File: src/rtl/pipeline_sequencer.sv
// ---------------------------------------------------------------------------
// pipeline_sequencer
//
// Walks a face memory once per frame (faces 0..FACES-1), pushing a valid bit
// and face number down a shift pipeline that mirrors the datapath: one stage
// for the synchronous memory read plus PIPE_DEPTH datapath stages. A single
// global stall (output valid but not accepted) freezes the address counter,
// the FSM and every pipeline stage.
//
// Optional feature: define FRAME_LOOP_EN for continuous rendering (DONE
// returns straight to RUN). Without it, every frame needs a start request.
//
// Ports
//   clk          in   clock, all state changes on rising edge
//   reset        in   synchronous active-high reset
//   start        in   request one frame (only honoured in IDLE)
//   out_ready    in   downstream accepts the output face this cycle
//   mem_addr     out  face memory read address
//   stage_en     out  enable for all datapath stage registers (NOT stall)
//   out_valid    out  output face valid
//   out_face_num out  index of the face at the output
//   busy         out  high in any state other than IDLE
//   frame_done   out  one-cycle pulse when a frame completes
//   frame_count  out  completed frames, modulo 256
// ---------------------------------------------------------------------------
module pipeline_sequencer #(
  parameter  int FACES      = 92,
  parameter  int PIPE_DEPTH = 2,
  localparam int AW         = $clog2(FACES)
) (
  input  logic          clk,
  input  logic          reset,
  input  logic          start,
  input  logic          out_ready,
  output logic [AW-1:0] mem_addr,
  output logic          stage_en,
  output logic          out_valid,
  output logic [AW-1:0] out_face_num,
  output logic          busy,
  output logic          frame_done,
  output logic [7:0]    frame_count
);

  // Memory read stage plus the datapath stages.
  localparam int NST = PIPE_DEPTH + 1;

  typedef enum logic [1:0] {
    S_IDLE,
    S_RUN,
    S_DRAIN,
    S_DONE
  } state_t;

  state_t        r_state;
  state_t        w_state_nxt;
  logic [AW-1:0] r_mem_addr;
  logic [7:0]    r_frame_count;
  logic          r_vld_p [NST];
  logic [AW-1:0] r_num_p [NST];

  logic          w_stall;
  logic          w_issue;
  logic          w_last_addr;
  logic          w_last_out;

  always_comb begin
    w_stall     = r_vld_p[NST-1] & ~out_ready;
    w_issue     = (r_state == S_RUN) & ~w_stall;
    w_last_addr = (r_mem_addr == AW'(FACES - 1));
    // The final face can only reach the output after the FSM is in DRAIN,
    // so its acceptance is what closes the frame.
    w_last_out  = r_vld_p[NST-1] & out_ready & (r_num_p[NST-1] == AW'(FACES - 1));
  end

  always_comb begin
    w_state_nxt = r_state;
    case (r_state)
      S_IDLE:  if (start) w_state_nxt = S_RUN;
      S_RUN:   if (w_issue && w_last_addr) w_state_nxt = S_DRAIN;
      S_DRAIN: if (w_last_out) w_state_nxt = S_DONE;
`ifdef FRAME_LOOP_EN
      S_DONE:  w_state_nxt = S_RUN;
`else
      S_DONE:  w_state_nxt = S_IDLE;
`endif
      default: w_state_nxt = S_IDLE;
    endcase
  end

  always_ff @(posedge clk) begin
    if (reset) begin
      r_state       <= S_IDLE;
      r_mem_addr    <= '0;
      r_frame_count <= '0;
    end else begin
      r_state <= w_state_nxt;
      // The address wraps to 0 after the last face, so IDLE/DONE -> RUN
      // always begins at face 0 without extra logic.
      if (w_issue) r_mem_addr <= w_last_addr ? '0 : r_mem_addr + AW'(1);
      if (r_state == S_DONE) r_frame_count <= r_frame_count + 8'd1;
    end
  end

  // Stage p0 is the memory read; p1..p(NST-1) are datapath stages. Bubbles
  // (vld=0) shift like real faces whenever the pipeline is not stalled.
  always_ff @(posedge clk) begin
    if (reset) begin
      for (int i = 0; i < NST; i++) begin
        r_vld_p[i] <= 1'b0;
        r_num_p[i] <= '0;
      end
    end else if (!w_stall) begin
      r_vld_p[0] <= w_issue;
      r_num_p[0] <= r_mem_addr;
      for (int i = 1; i < NST; i++) begin
        r_vld_p[i] <= r_vld_p[i-1];
        r_num_p[i] <= r_num_p[i-1];
      end
    end
  end

  assign mem_addr     = r_mem_addr;
  assign stage_en     = ~w_stall;
  assign out_valid    = r_vld_p[NST-1];
  assign out_face_num = r_num_p[NST-1];
  assign busy         = (r_state != S_IDLE);
  assign frame_done   = (r_state == S_DONE);
  assign frame_count  = r_frame_count;

endmodule
File: config.mk
export PLATFORM = sky130hd
export DESIGN_NAME = pipeline_sequencer
export DESIGN_NICKNAME = d
export VERILOG_FILES = /design/src/rtl/pipeline_sequencer.sv
export SDC_FILE = /design/constraint.sdc
export NUM_CORES = 1
export LEC_CHECK = 0
export ABC_AREA = 1
export BUFFER_PORTS_ARGS = -buffer_cell sky130_fd_sc_hd__buf_4
export CAP_MARGIN = 25
export CORE_UTILIZATION = 45
export CTS_BUF_LIST = sky130_fd_sc_hd__clkbuf_16
export CTS_CLUSTER_SIZE = 20
export DETAILED_ROUTE_END_ITERATION = 8
export PLACE_DENSITY = 0.66
export SLEW_MARGIN = 20
export SYNTH_ARGS = -nofsm -noshare
export SYNTH_HDL_FRONTEND = slang
export SYNTH_SLANG_ARGS = --single-unit
File: constraint.sdc
create_clock -name clk -period 4.37 [get_ports clk]
set_clock_uncertainty 0.2 [all_clocks]
set_input_delay 0.874 -clock clk [delete_from_list [all_inputs] [get_ports clk]]
set_output_delay 0.874 -clock clk [all_outputs]
set_load 0.02 [all_outputs]
* After elaboration in Yosys (flattened, before gate mapping)
Memories as Yosys holds them, arrays and structs flattened.
Index checks and enable logic that the tools add are counted.
** Storage, ports and cells
- Flip-flop bits (word level) :: 17
- Bits in latches :: 0
- RAM bits :: 24
- Memory bits (read-only) :: 0
- Input bits :: 4
- Memories kept :: 2
** Operators by class
- Add/sub/neg operators :: 2
- Multipliers :: 0
- Divide/modulo/power cells :: 0
- $lt $le $gt $ge :: 0
- Equal/unequal tests :: 8
- Shift operators :: 0
- Multiplexer cells :: 16
- Bitwise gates (word level) :: 12
- Reduce and logical (&&, ||, !) cells :: 4
** Memories
- r_num_p :: words 3, bits a word 7, rd ports 3, clocked after memory_dff 0, wr ports 3, line 59 : logic [AW-1:0] r_num_p [NST];
- r_vld_p :: words 3, bits a word 1, rd ports 3, clocked after memory_dff 0, wr ports 3, line 58 : logic r_vld_p [NST];
** Operator list (number)
- two-way mux 7 bit :: 4
- equality test 7 bit, second input constant :: 2
- adder 8 x 1 -> 8 bit, second input constant :: 1
- two-way mux 1 bit :: 8
- one-hot mux 2 bit (4 select lines) :: 1
- adder 7 x 1 -> 7 bit, second input constant :: 1
- two-way mux 2 bit :: 3
- OR 1 bit :: 6
- AND 1 bit :: 4
- equality test 2 bit, second input constant :: 2
- != test 2 bit, second input constant :: 2
- AND reduction 3 bit :: 1
- equality test 2 x 1 -> 1 bit, second input constant :: 1
- zero test 2 bit :: 1
- != test 2 x 1 -> 1 bit, second input constant :: 1
- inverter 1 bit :: 2
- nonzero test 2 bit :: 1
- logical AND 1 bit :: 1

* Depth between registers and ports, before layout
- Word-level depth :: 7
- Gate-level depth with buffers :: 10

* Worst setup path before layout
No wires, ideal clock.
- Kind :: input -> register
- From :: input port reset
- To :: memory r_num_p[0][0] (netlist bit) (enable)
- Library setup time :: 0.488 ns
- Data arrival time :: 1.659 ns
- Path slack :: 2.023 ns
- Stages on the path :: 3
- Path buffers :: 1
- Cell sequence :: inv_1 buf_2 nand3_1
** RTL lines
- start, declared :: line 32 : input logic reset,
- end, declared :: line 59

* Final worst setup path
- From :: input port out_ready
- To :: output port stage_en
** Between the ends
- Word-level cells in the longest chain between the ends :: 3
** Ends and longest elaborated chain
- start, declared :: line 34 : input logic out_ready,
- inverter 1 bit :: line 67 : w_stall = r_vld_p[NST-1] & ~out_ready;
- AND 1 bit :: line 67
- inverter 1 bit :: line 123 : assign stage_en = ~w_stall;
- end, declared :: line 36 : output logic stage_en,
Every way passes these cells.

==> flow_summary.ini <==
[die]
design.die.area_um2 = 4530
io_pins = 30
core_area_um2 = 4060
initial_utilization_pct = 47.3
fp-row-count = 23
chipWidth_um = 67.3
die_h_um = 67.3

[pwr]
p_int_w = 0.000862
p_clk_share_pct = 39.9
p_leak_nw = 1.03
power_density_nw_per_um2 = 504
swShare_pct = 26.4
ir_drop_mv = 0.260
power_switching_w = 0.000310
pwr-share-comb_pct = 19.5
p_seq_share_pct = 40.6
power_w = 0.00117

[clock_tree]
clock-sinks = 41
post_cts_resized = 0
root_buffer = clkbuf_16
htreeDepth = 2
ctsHoldBuffers = 0
clk_pin_slew_worst_paths_ns = 0.06
clkLatencyLatePin_ns = 0.28
cts_setup_buffers = 0
cts_buffers = 5
cts_tree = built
clk_path_buf_depth = 2

[logic_synthesis]
yosysWarnings = 0
async_flop_share_pct = 0
seq_area_frac_synth_pct = 55.3
synth_nets = 223
ys.flop_type = edfxtp_1
synth_cell_types = 24
syn_area_per_cell_um2 = 9.05
ys_ff_latch = 41
synth_top_area_share_pct = 37.6
netlist_area_um2 = 1920
netlist_instances = 212
synth_edf_count = 24
synth.top_cells.by_area = edfxtp_1 38%, dfxtp_1 18%, nor2_1 8.2%
synth_top_cell_by_area = edfxtp_1

[cells_and_area]
design_area_um2 = 2330
final_cell_mix = 42 x nor2_1, 39 x inv_1, 29 x buf_4
layout.cells.most_common = nor2_1
fin_nets = 249
num_antenna_cells = 0
area_growth_pct = 21.3
layout-drive-gt1-share_pct = 22.6
final_cells = 289

[timing]
fin_crit_sh_pct = 54.9
setup_slack_ns = 1.97
clock.fmax_ghz = 0.417
rsz0062_at_grt = no
setup_viol = 0
drv_slew = 0
fin_tns_setup_ns = 0
hold_viol_final = 0
relSlewSlack_pct = 54.2
min_period_ns = 2.40
tightest_slew_ns = 0.685

[worst_setup_path]
crit_path_start_kind = input port
arrival_ns = 1.33
timing.rr.start = r_state[1]$_SDFFE_PP0P_
reg2reg_depth = 8
cp_top_family = buffers and inverters
path_class = in -> out
crit_chain = buf_4 > inv_1 > nand2_2 > buf_4
slowest_delay_ns = 0.17
crit_fanout = 3
critical_path_depth = 4
end_kind = output port
worst_path_most_repeated_cell = buf_4
crit_slowest_cell = buf_4
crit_start = out_ready
path_buf_inv = 3
cp.required_ns = 3.30

[global_routing]
first_global_vias = 1187
grt_use_met3_pct = 5.57
grt_busiest_layer = met2
grt_max_degree = 25
grt_usage_pct = 15.3
use_met2_pct = 24.3
antenna_found_initial = 0
grt_first_pass_wirelength_mm = 4.97
overflow = 0
met1_usage_pct = 17.7

[drt]
drcViolationCount = 0
vias_per_cell = 4.59
wl_per_cell_um = 10.3
drt.antenna.violating_nets = 0
drt-initial-drc-count = 48
drt_first_pass_iters = 4
num_vias = 1326
wirelength_mm = 2.98

[hold_path]
hold_start = frame_count[7]$_SDFFE_PP0P_
hold_path.class = reg -> reg
min_delay_path_depth = 1

[placed_design]
dp_slack_ns = 1.48
placed_area_um2 = 2130
hpwl_mm = 2.09
portBuffers = 29
post-place-cells = 281
gp_congestion = 0.786

[job]
maxCapViolations = 0

[run_status]
status = finished clean
## cells by family (layout without fill, tap and decap cells)
family                     Yosys count  in the layout  share of synthesized area [%]
xor gates and xnor gates             1              1                          0.457
and+or+nand+nor                     98             98                           24.3
DFF                                 41             41                           55.3
AOI/OAI and AO/OA                   13             13                           3.52
buffers and inverters               52             79                           11.9
adders and majority gates            7              7                           4.57
## Yosys cell counts, types with 2 or more instances
cell type  number
nor2_1         42
inv_1          39
nand2_1        26
edfxtp_1       24
dfxtp_1        17
a21oi_1         7
buf_4           7
ha_1            7
nand3_1         7
nor3_1          6
o21ai_0         5
nand3_2         4
nand4_1         4
buf_2           3
nand2_4         3
inv_2           2
nor2_2          2
## state kept, by name, indices dropped and copies added (netlist names)
register and count:
r_num_p 21, frame_count 8, mem_addr 7, r_vld_p 3, r_state 2
## routing by layer
layer | share of wire, % | up-vias
li1 | - | 710
met1 | 47 | 572
met2 | 44 | 35
met3 | 5.8 | 9
met4 | 2.7 | 0
met5 | 0 | -
## layout make-up
cell class / count / area, µm²
flip-flops and latches: 41 / 1060
fillers: 364 / 1730
inverters: 42 / 160
repair buffers: 29 / 218
well taps: 50 / 62.6
clock inverters: 3 / 65.1
clock buffers: 5 / 125
multi-input cells: 119 / 634
## power by group through the flow
| stage | combinational [W] | clock (W) | sequential (W) |
|---|---|---|---|
| 6_report | 0.000228 | 0.000467 | 0.000476 |
| 5_1_grt | 0.000260 | 0.000491 | 0.000484 |
| 4_1_cts | 0.000231 | 0.000476 | 0.000477 |
| 3_5_place_dp | 0.000228 | 0 | 0.000485 |
| 3_3_place_gp | 0.000227 | 0 | 0.000483 |
| 2_1_floorplan | 0.000156 | 0 | 0.000493 |
## metrics by stage
stage	hold slack, ns	util (%)
after floorplan	0.319	-
after global placement	0.246	52.5
after detailed placement	0.257	52.5
after CTS	0.268	57.2
after global routing	0.305	57.3
final	0.269	57.3
## worst paths after layout
check | slack (ns) | endpoint
max | 1.97 | stage_en
min | 0.27 | frame_count[7]$_SDFFE_PP0P_
max reg2reg | 2.65 | frame_count[6]$_SDFFE_PP0P_
min reg2reg | 0.27 | frame_count[7]$_SDFFE_PP0P_
No activity file was read; power rests on OpenSTA's default activity.
